[src/rtl/pipe_pkg.sv]
// Shared definitions for the MIPS pipeline stage registers.
package pipe_pkg;

    // Stage occupancy states; 2'd3 is illegal and recovers to ST_EMPTY.
    typedef enum logic [1:0] {
        ST_EMPTY = 2'd0,
        ST_BUSY  = 2'd1,
        ST_FULL  = 2'd2
    } pipe_state_e;

    localparam logic [31:0] MIPS_NOP = 32'h0000_0000;
    localparam logic [31:0] PC_RESET = 32'hFFFF_FFFC;

    // Number of items held for a given state.
    function automatic logic [1:0] state_occupancy(input pipe_state_e state);
        logic [1:0] occ;
        occ = 2'd0;
        case (state)
            ST_BUSY: occ = 2'd1;
            ST_FULL: occ = 2'd2;
            default: occ = 2'd0;
        endcase
        return occ;
    endfunction

endpackage

[src/rtl/pipe_stage_reg_if.sv]
// Valid/ready handshake bundle between two pipeline stages.
interface pipe_stage_reg_if #(
    parameter int unsigned WIDTH = 32
);
    logic             in_valid;
    logic [WIDTH-1:0] in_data;
    logic             in_ready;
    logic             out_valid;
    logic [WIDTH-1:0] out_data;
    logic             out_ready;

    // Environment side: feeds upstream data and downstream ready.
    modport master (
        output in_valid, in_data, out_ready,
        input  in_ready, out_valid, out_data
    );

    // Stage register side.
    modport slave (
        input  in_valid, in_data, out_ready,
        output in_ready, out_valid, out_data
    );
endinterface

[src/rtl/pipe_data_cell.sv]
// WIDTH-bit storage cell with load enable and async active-low reset.
module pipe_data_cell
    import pipe_pkg::*;
#(
    parameter int unsigned      WIDTH       = 32,
    parameter logic [WIDTH-1:0] RESET_VALUE = WIDTH'(PC_RESET)
) (
    input  logic             clock,
    input  logic             reset_0,
    input  logic             i_load,
    input  logic [WIDTH-1:0] i_value,
    output logic [WIDTH-1:0] o_data
);
    logic [WIDTH-1:0] r_data;

    // Capture i_value when loaded; reset value applies immediately.
    always_ff @(posedge clock or negedge reset_0) begin
        if (!reset_0) begin
            r_data <= RESET_VALUE;
        end else if (i_load) begin
            r_data <= i_value;
        end
    end

    assign o_data = r_data;
endmodule

[src/rtl/pipe_stage_reg.sv]
// Pipeline stage register: valid/ready handshake with a 2-entry skid buffer.
module pipe_stage_reg
    import pipe_pkg::*;
#(
    parameter int unsigned      WIDTH        = 32,
    parameter logic [WIDTH-1:0] RESET_VALUE  = WIDTH'(PC_RESET),
    parameter logic [WIDTH-1:0] BUBBLE_VALUE = WIDTH'(MIPS_NOP)
) (
    input  logic                   clock,
    input  logic                   reset_0,
    input  logic                   flush,
    pipe_stage_reg_if.slave        bus,
    output logic [1:0]             occupancy
);
    pipe_state_e      r_state;
    pipe_state_e      w_state_next;
    logic             r_in_ready;
    logic             w_out_valid;
    logic             w_xfer_in;
    logic             w_xfer_out;
    logic             w_main_load;
    logic             w_skid_load;
    logic [WIDTH-1:0] w_main_value;
    logic [WIDTH-1:0] w_skid_value;
    logic [WIDTH-1:0] w_main_q;
    logic [WIDTH-1:0] w_skid_q;

    assign w_out_valid = (r_state == ST_BUSY) || (r_state == ST_FULL);
    assign w_xfer_in   = bus.in_valid & r_in_ready;
    assign w_xfer_out  = w_out_valid & bus.out_ready;

    // Next state and data-cell load controls; flush overrides everything.
    always_comb begin
        w_state_next = r_state;
        w_main_load  = 1'b0;
        w_main_value = bus.in_data;
        w_skid_load  = 1'b0;
        w_skid_value = bus.in_data;
        if (flush) begin
            w_state_next = ST_EMPTY;
            w_main_load  = 1'b1;
            w_main_value = BUBBLE_VALUE;
            w_skid_load  = 1'b1;
            w_skid_value = BUBBLE_VALUE;
        end else begin
            case (r_state)
                ST_EMPTY: begin
                    if (w_xfer_in) begin
                        w_main_load  = 1'b1;
                        w_state_next = ST_BUSY;
                    end
                end
                ST_BUSY: begin
                    if (w_xfer_in && w_xfer_out) begin
                        w_main_load = 1'b1;
                    end else if (w_xfer_in) begin
                        w_skid_load  = 1'b1;
                        w_state_next = ST_FULL;
                    end else if (w_xfer_out) begin
                        w_main_load  = 1'b1;
                        w_main_value = BUBBLE_VALUE;
                        w_state_next = ST_EMPTY;
                    end
                end
                ST_FULL: begin
                    if (w_xfer_out) begin
                        w_main_load  = 1'b1;
                        w_main_value = w_skid_q;
                        w_state_next = ST_BUSY;
                    end
                end
                default: w_state_next = ST_EMPTY;
            endcase
        end
    end

    // State register; in_ready is registered from the next state so no comb ready path.
    always_ff @(posedge clock or negedge reset_0) begin
        if (!reset_0) begin
            r_state    <= ST_EMPTY;
            r_in_ready <= 1'b1;
        end else begin
            r_state    <= w_state_next;
            r_in_ready <= (w_state_next != ST_FULL);
        end
    end

    pipe_data_cell #(
        .WIDTH       (WIDTH),
        .RESET_VALUE (RESET_VALUE)
    ) u_main (
        .clock   (clock),
        .reset_0 (reset_0),
        .i_load  (w_main_load),
        .i_value (w_main_value),
        .o_data  (w_main_q)
    );

    pipe_data_cell #(
        .WIDTH       (WIDTH),
        .RESET_VALUE (RESET_VALUE)
    ) u_skid (
        .clock   (clock),
        .reset_0 (reset_0),
        .i_load  (w_skid_load),
        .i_value (w_skid_value),
        .o_data  (w_skid_q)
    );

    assign bus.in_ready  = r_in_ready;
    assign bus.out_valid = w_out_valid;
    assign bus.out_data  = w_main_q;
    assign occupancy     = state_occupancy(r_state);
endmodule

[src/flat_wrapper.sv]
// flat-port wrapper written by rule: the top's interface ports become plain ports
module pipe_stage_reg_flat import pipe_pkg::*;
#(
    parameter int unsigned      WIDTH        = 32,
    parameter logic [WIDTH-1:0] RESET_VALUE  = WIDTH'(PC_RESET),
    parameter logic [WIDTH-1:0] BUBBLE_VALUE = WIDTH'(MIPS_NOP)
)
  (clock, reset_0, flush, occupancy, bus_in_valid, bus_in_data, bus_out_ready, bus_in_ready, bus_out_valid, bus_out_data);
  pipe_stage_reg_if #(.WIDTH(WIDTH)) bus_i ();
  input  logic clock;
  input  logic reset_0;
  input  logic flush;
  output logic [1:0] occupancy;
  input wire logic [$bits(bus_i.in_valid)-1:0] bus_in_valid;
  input wire logic [$bits(bus_i.in_data)-1:0] bus_in_data;
  input wire logic [$bits(bus_i.out_ready)-1:0] bus_out_ready;
  output wire logic [$bits(bus_i.in_ready)-1:0] bus_in_ready;
  output wire logic [$bits(bus_i.out_valid)-1:0] bus_out_valid;
  output wire logic [$bits(bus_i.out_data)-1:0] bus_out_data;
  assign bus_i.in_valid = bus_in_valid;
  assign bus_i.in_data = bus_in_data;
  assign bus_i.out_ready = bus_out_ready;
  assign bus_in_ready = bus_i.in_ready;
  assign bus_out_valid = bus_i.out_valid;
  assign bus_out_data = bus_i.out_data;
  pipe_stage_reg #(.WIDTH(WIDTH), .RESET_VALUE(RESET_VALUE), .BUBBLE_VALUE(BUBBLE_VALUE)) u_core (.clock(clock), .reset_0(reset_0), .flush(flush), .bus(bus_i), .occupancy(occupancy));
endmodule
[config.mk]
export PLATFORM = sky130hd
export DESIGN_NAME = pipe_stage_reg_flat
export DESIGN_NICKNAME = d
export VERILOG_FILES = /design/src/rtl/pipe_pkg.sv /design/src/rtl/pipe_stage_reg_if.sv /design/src/rtl/pipe_data_cell.sv /design/src/rtl/pipe_stage_reg.sv /design/src/flat_wrapper.sv
export SDC_FILE = /design/constraint.sdc
export NUM_CORES = 1
export LEC_CHECK = 0
export BUFFER_PORTS_ARGS = -buffer_cell sky130_fd_sc_hd__buf_2
export CORE_MARGIN = 2
export CORE_UTILIZATION = 48
export DETAILED_ROUTE_END_ITERATION = 12
export PLACE_DENSITY = 0.73
export SYNTH_ARGS = -nofsm -noshare
export SYNTH_HDL_FRONTEND = slang
export SYNTH_SLANG_ARGS = --single-unit
export TNS_END_PERCENT = 50
[constraint.sdc]
create_clock -name clock -period 3 [get_ports clock]
set_clock_uncertainty 0.1 [all_clocks]
set_input_delay 0.45 -clock clock [delete_from_list [all_inputs] [get_ports clock]]
set_output_delay 0.45 -clock clock [all_outputs]
set_load 0.01 [all_outputs]
# After elaboration in Yosys (flattened, before gate mapping)
# Cells that the tools add are included.
[op_classes] n_lt_le_gt_ge=0 muxes=24 mul=0 div_mod_pow=0 shift=0 bitwise=2 reduce_logical=3 addsub=0 eq_ne=3
[ops] operator="two-way mux 32 bit" n=6
[ops] operator="case mux 32 bit (2 select lines)" n=1
[ops] operator="two-way mux 2 bit" n=6
[ops] operator="two-way mux 1 bit" n=8
[ops] operator="case mux 2 bit (3 select lines)" n=1
[ops] operator="case mux 2 bit (2 select lines)" n=1
[ops] operator="case mux 1 bit (3 select lines)" n=1
[ops] operator="bitwise AND 1 bit" n=2
[ops] operator="equality test 2 x 1 -> 1 bit, second input constant" n=1
[ops] operator="equality test 2 bit, second input constant" n=1
[ops] operator="zero test 2 bit" n=1
[ops] operator="!= test 2 bit, second input constant" n=1
[ops] operator="logical AND 1 bit" n=1
[ops] operator="logical OR 1 bit" n=1
[totals] wordCells=36 ramBits=0 input_bits=37 out_inout_bits=36 regBits=67 memories=0 mem_bits_ro=0 latchBits=0

# Logic depth before layout (Yosys ltp)
# Gate-level depths: netlist of the first run.
[depth] depth_word=9 depth_mapped=8 mapped_depth_nobuf=6

# Cells and area by module
# From an unflattened synthesis of the first run, not the netlist that was laid out.
[unflattened] hier_cells=313 area_unflattened_um2=3794.9
[modules_own_cells] mod="pipe_data_cell" instances=2 area_per_inst_um2=1382.6 cells_per_inst=68 seq_area_each_um2=838.3
[modules_own_cells] mod="pipe_stage_reg" instances=1 area_per_inst_um2=1029.7 cells_per_inst=177 seq_area_each_um2=76.3

# Least setup slack after synthesis of the first run
# Ideal clock, no wire load.
[synth_timing] path_type="register to register" start="register u_core.r_state[0]" end="register u_core.u_skid.r_data[0] (netlist: u_core.u_skid.o_data[0])" setup_ns=0.136 arrival_time_ns=1.743 setup_slack_ns=1.020 required_ns=2.764 path_stages_with_launch=9 path_buffers=2 period_less_slack_ns=1.980 cell_sequence="dfrtp_1 inv_1 ha_1 and2_1 or3_1 buf_2 buf_6 nand2_1 a21oi_1"
[synth_via] elab_chain_len=7 elab_cells_between_ends=8 classes_between="eq/ne (2); mux (3); bitwise (1); reduce/logical (2)"
[synth_rtl] item="from (decl)" line="pipe_stage_reg.sv:15" source="pipe_state_e r_state;"
[synth_rtl] item="from (signal assigned)" line="pipe_stage_reg.sv:83" source="r_state <= w_state_next;"
[synth_rtl] item="equality test 2 x 1 -> 1 bit / equality test 2 bit (equally long branches)" line="pipe_stage_reg.sv:28" source="assign w_out_valid = (r_state == ST_BUSY) || (r_state == ST_FULL);"
[synth_rtl] item="logical OR 1 bit (*)" line="pipe_stage_reg.sv:28"
[synth_rtl] item="named net bus_out_valid" line="flat_wrapper.sv:18" source="output wire logic [$bits(bus_i.out_valid)-1:0] bus_out_valid;"
[synth_rtl] item="bitwise AND 1 bit (*)" line="pipe_stage_reg.sv:30" source="assign w_xfer_out = w_out_valid & bus.out_ready;"
[synth_rtl] item="logical AND 1 bit (*)" line="pipe_stage_reg.sv:54" source="if (w_xfer_in && w_xfer_out) begin"
[synth_rtl] item="two-way mux 1 bit (*)" line="pipe_stage_reg.sv:54"
[synth_rtl] item="two-way mux 1 bit (*)" line="pipe_stage_reg.sv:46" source="case (r_state)"
[synth_rtl] item="two-way mux 1 bit (*)" line="pipe_stage_reg.sv:39" source="if (flush) begin"
[synth_rtl] item="to (signal assigned)" line="pipe_data_cell.sv:21" source="r_data <= i_value;"
[synth_rtl] item="to (decl)" line="pipe_data_cell.sv:14" source="logic [WIDTH-1:0] r_data;"
# Mark *: on every way through the listed nets, which the timed path passes. The rest lies on a longest branch.
# A chain may end at the register's enable or synchronous reset.

# Worst setup path after layout of the first run
[layout_timing] start="register u_core.r_state[1]" end="register u_core.u_skid.r_data[31] (netlist: u_core.u_skid.o_data[31])"
[layout_via] elab_chain_len=7 elab_cells_between_ends=8 classes_between="eq/ne (2); mux (3); bitwise (1); reduce/logical (2)"
[layout_rtl] item="equality test 2 x 1 -> 1 bit / equality test 2 bit (equally long branches)" line="pipe_stage_reg.sv:28, pipe_stage_reg.sv:46"
[layout_rtl] item="logical OR 1 bit" line="pipe_stage_reg.sv:28"
[layout_rtl] item="bitwise AND 1 bit" line="pipe_stage_reg.sv:30"
[layout_rtl] item="logical AND 1 bit" line="pipe_stage_reg.sv:54"
[layout_rtl] item="two-way mux 1 bit" line="pipe_stage_reg.sv:54"
[layout_rtl] item="two-way mux 1 bit (*)" line="pipe_stage_reg.sv:46"
[layout_rtl] item="two-way mux 1 bit (*)" line="pipe_stage_reg.sv:39"
# Mark *: on every way between the ends. The rest lies on a longest branch, timed or not.

==> impl_metrics.ini, run 1 <==
[finish]
fillers = 537
final_common_cell = buf_2
final_cells = 434
regArea_um2 = 1750
n_antenna_cell = 0
nNetsFinal = 394
multi_input_area_um2 = 1180
drive_gt1_share_pct = 44.3
final_cell_mix = buf_2, nand2_1, dfstp_2
area_growth_pct = 20.4

[grt]
gr-total-overflow = 0
antenna_found_initial = 0
grt_max_degree = 37
gr-usage-all-layers_pct = 21.5
grt_pass1_wl_um = 12000
grt_pass1_vias = 2389

[route]
drt_iter0_drc = 122
drcViolationCount = 0
via_per_inst = 5.62
wirelength_um = 7260
detail_route.wl_per_cell_um = 16.7
vias = 2437
postRouteAntennaNets = 0
first_pass_iters = 4

[yosys]
syn-num-nets = 328
ys_warn_count = 0
synth_area_um2 = 3070
synth-main-ff-cell = dfstp_2
synthDistinctLibCells = 29
synth-seq-cells = 67
async_flop_share_pct = 100
avgSynthCellArea_um2 = 10.7
seq_area_frac_synth_pct = 57.1
synth_edf_count = 0
syn_inst = 286

[setup_path]
cp.arrival_ns = 2.78
path_cells = inv_1 > ha_1 > and2_1 > or3_1 > nand2_1 > a21oi_1
cpPeakStageDelay_ns = 0.87
worst_setup_path_start_kind = register
crit_type = reg -> reg
crit_fanout = 32
end_kind = register
required_ns = 3.16
cpMaxStageDelayCell = or3_1

[flow_run]
max_cap_viol_count = 0

[timing]
setup_viol = 0
fin_tns_setup_ns = 0
slew-limit-headroom_pct = 27.1
worst_pin_slew_ns = 1.09
hold_viol = 0
clock.fmax_mhz = 381
fin_crit_sh_pct = 87.4
rsz0062_at_grt = no
setup_ws_ns = 0.378
drv_slew = 0
min_period_ns = 2.62

[placement]
io_buffers = 72
gp_congestion = 0.824
place_ws_ns = 0.421
place.detailed.hpwl_um = 4670
dp_cells = 418

[floorplan]
die_x_um = 83.9
initial_core_util_pct = 48.9
core-area_um2 = 6280
fp.dieH_um = 83.9
die_area_um2 = 7050
io_pins = 73
rows = 29

[cts]
numCtsBuffers = 9
cts_sinks = 67
clk_pin_slew_ns = 0.07
post_cts_buffers = 0
cts_hold_buf = 0
cts_buffer_depth = 2
cts_root_buf = clkbuf_8
cts-resized-gates = 0
ctsHtreeMaxLevel = 3
clk_latency_ns = 0.34
cts_tree = yes

[run_status]
status = complete, no violations

[hold_path]
hold_class = in -> async

[power_and_ir_drop]
p_per_area_nw_per_um2 = 678
peakVddDrop_mv = 0.478
p_leak_uw = 0.00153
power by group:
part | total (uW) | switching [uW] | internal (uW) | leakage (uW)
sequential | 1150 | 62.4 | 1080 | 0.000713
combinational | 612 | 373 | 239 | 0.000718
clock | 747 | 345 | 403 | 0.0000991
total | 2500 | 781 | 1720 | 0.00153
through the flow:
stage	hold WS [ns]	utilization (%)	instance area, um^2	power [uW]
CTS	0.110	58.8	3690	2520
global placement	0.357	55.8	3500	1760
floorplan	0.0544	-	3070	1540
detailed placement	0.362	55.8	3500	1770
finish	0.109	58.8	3690	2500
global route	0.143	58.8	3690	2650
registers in the layout, summed over array words and instances (netlist names):
name,count
u_core.u_main.o_data,32
u_core.u_skid.o_data,32
u_core.r_state,2
u_core.bus.in_ready,1
routing by layer:
layer  global-route usage (%)  part of all wire [%]  vias to the layer above
met5                        0                     0                        -
met4                     6.30                   1.3                        0
met3                     5.24                   5.3                        8
met2                     33.7                    47                       78
met1                     30.0                    46                     1189
li1                         -                     -                     1162
path summary, 6_finish.rpt:
| check | start | to | slack [ns] | cells past startpoint |
|---|---|---|---|---|
| worst min register to register | u_core.u_skid.o_data[21] | u_core.u_skid.o_data[21] | 0.37 | 2 |
| worst max-delay path | u_core.r_state[1] | u_core.u_skid.o_data[31] | 0.38 | 6 |
| min in group clock | bus_in_data[5] | u_core.u_skid.o_data[5] | 0.21 | 3 |
| worst max register to register | u_core.r_state[1] | u_core.u_skid.o_data[31] | 0.38 | 6 |
| worst min-delay path | reset_0 | u_core.u_main.o_data[1] | 0.11 | 1 |
| max in group asynchronous | reset_0 | u_core.u_skid.o_data[11] | 1.90 | 2 |
final cells by class:
cell class / count / area share (%)
Multi-Input combinational cell: 190 / 32.0
Sequential cell: 67 / 47.5
Tap cell: 77 / 2.61
Clock inverter: 5 / 1.42
Clock buffer: 11 / 3.83
Inverter: 5 / 0.508
Timing Repair Buffer: 79 / 12.2
cell families after synthesis:
| family | share of synthesized area [%] |
|---|---|
| buf+inv | 5.18 |
| fa+ha+maj | 2.37 |
| flops | 57.1 |
| simple gates | 10.2 |
| compound gates | 25.1 |
critical path: cells and delay by family (launching register included):
kind | cells | cell delay, ns
buffers and inverters | 1 | 0.10
AND/OR/NAND/NOR | 3 | 1.30
adder cells (fa/ha/maj) | 1 | 0.42
flip-flops | 1 | 0.42
AO/OA/AOI/OAI | 1 | 0.21
cells in the mapped netlist (all sizes together) (2+ instances only):
library cell  instances  share of area [%]
a21oi                34                5.7
a22oi                33                8.1
and2                  2               0.41
buf                  19                4.0
clkbuf                5               0.61
dfrtp                 6                4.9
dfstp                61                 52
ha                    5                2.0
inv                   5               0.61
nand2                68                8.3
nor2                  2               0.24
o2bb2ai              32                9.1
No activity file was read; power rests on OpenSTA's default activity.
==> run 2, diff against run 1 <==
==> constraint.sdc (replaced) <==
create_clock -name clock -period 2.95 [get_ports clock]
set_clock_uncertainty 0.1 [all_clocks]
set_input_delay 0.4425 -clock clock [delete_from_list [all_inputs] [get_ports clock]]
set_output_delay 0.4425 -clock clock [all_outputs]
set_load 0.01 [all_outputs]
==> impl_metrics.ini, run 2 (synthesis results as in run 1) <==
[run_status]
status = complete, no violations

[power_and_ir_drop]
p_total_uw = 2540
peakVddDrop_mv = 0.356
p_per_area_nw_per_um2 = 688
p_leak_uw = 0.00154

[placement]
place.detailed.hpwl_um = 4630
io_buffers = 72
gp_congestion = 0.844

[timing]
rsz0062_at_grt = no
setup_viol = 0
min_period_ns = 2.57
slew-limit-headroom_pct = 28.0
fin_crit_sh_pct = 87.2
fin_tns_setup_ns = 0
clock.fmax_mhz = 389
hold_viol = 0
worst_pin_slew_ns = 1.08
drv_slew = 0
whs_ns = 0.0956

[route]
drt_iter0_drc = 145
drcViolationCount = 0
vias = 2454
via_per_inst = 5.63
postRouteAntennaNets = 0
wirelength_um = 7020
detail_route.wl_per_cell_um = 16.1
first_pass_iters = 4

[cts]
numCtsBuffers = 9
cts_buffer_depth = 2
cts_tree = yes
cts_hold_buf = 0
cts_root_buf = clkbuf_8
cts_sinks = 67
ctsHtreeMaxLevel = 3
cts-resized-gates = 0
clk_pin_slew_ns = 0.07
clk_latency_ns = 0.34
post_cts_buffers = 0

[setup_path]
reg2reg_depth = 6
cpMaxStageDelayCell = or3_1
cp.depth = 6
worst_setup_path_start_kind = register
end_kind = register
required_ns = 3.12
cpPeakStageDelay_ns = 0.86
crit_type = reg -> reg
cp_num_buf_inv = 1
cp.arrival_ns = 2.74
crit_fanout = 32
crit_family = simple AND/OR/NAND/NOR gates
path_cells = inv_1 > ha_1 > and2_1 > or3_1 > nand2_1 > a21oi_1

[floorplan]
die_x_um = 83.9
io_pins = 73
die_area_um2 = 7050
fp.dieH_um = 83.9
core-area_um2 = 6280
rows = 29
initial_core_util_pct = 48.9

[grt]
grt_util_met3_pct = 5.74
grt_max_degree = 38
gr-total-overflow = 0
gr-usage-met2_pct = 32.6
grt_most_used_layer = met2
grt_pass1_vias = 2408
use_met1_pct = 30.5
grt_pass1_wl_um = 12000
gr-usage-all-layers_pct = 21.5
antenna_found_initial = 0

[finish]
final_cell_mix = buf_2, nand2_1, dfstp_2
final_common_cell = buf_2
area_growth_pct = 20.5
n_antenna_cell = 0
nNetsFinal = 396
drive_gt1_share_pct = 44.6

[flow_run]
max_cap_viol_count = 0

[hold_path]
hold_class = in -> async
## run 2: changes by cell type in the layout (fill, tap and decap cells not counted)
cell	previous run	this run
buf_4	4	7
buf_12	3	2
## run 2: stage by stage
| step | area, um^2 | util [%] | cells | worst slack (ns) |
|---|---|---|---|---|
| 6_report | 3700 | 58.9 | 436 | 0.378 |
| 5_1_grt | 3700 | 58.9 | 436 | 0.105 |
| 4_1_cts | 3700 | 58.9 | 436 | 0.381 |
| 3_5_place_dp | 3500 | 55.8 | 420 | 0.401 |
| 3_3_place_gp | 3500 | 55.8 | 420 | 0.497 |
| 2_1_floorplan | 3070 | - | 286 | 0.970 |
## run 2: final timing paths
| kind | from | to | slack (ns) |
|---|---|---|---|
| worst min-delay path | reset_0 | u_core.u_main.o_data[1] | 0.1 |
| max in group asynchronous | reset_0 | u_core.u_skid.o_data[17] | 1.86 |
| worst min register to register | u_core.u_skid.o_data[13] | u_core.u_skid.o_data[13] | 0.37 |
| min in group clock | bus_in_data[18] | u_core.u_skid.o_data[18] | 0.21 |
| worst max-delay path | u_core.r_state[1] | u_core.u_skid.o_data[28] | 0.38 |
| worst max register to register | u_core.r_state[1] | u_core.u_skid.o_data[28] | 0.38 |
## run 2: worst register-to-register path, cell delays in order, from the launching register on
cell and delay [ns]:
dfrtp_1 0.41, inv_1 0.10, ha_1 0.42, and2_1 0.28, or3_1 0.86, nand2_1 0.14
a21oi_1 0.18
## run 2: power by group
part	total [uW]	internal [uW]	switching, uW
sequential	1160	1100	62.7
clock	757	409	348
combinational	622	245	377
total	2540	1750	788
## run 2: routing by layer
metal	part of all wire (%)	wire length, um	vias up
met1	45	3130	1210
li1	-	-	1163
met3	6.0	420	5
met5	0	0	-
met2	49	3420	76
met4	0.63	44	0
## run 2: area by class of cell
type / instances / area [um^2]
Clock inverter: 5 / 52.6
Timing Repair Buffer: 81 / 453
Tap cell: 77 / 96.3
Fill cell: 564 / 2580
Sequential cell: 67 / 1750
Clock buffer: 11 / 141
Multi-Input combinational cell: 190 / 1180
Inverter: 5 / 18.8
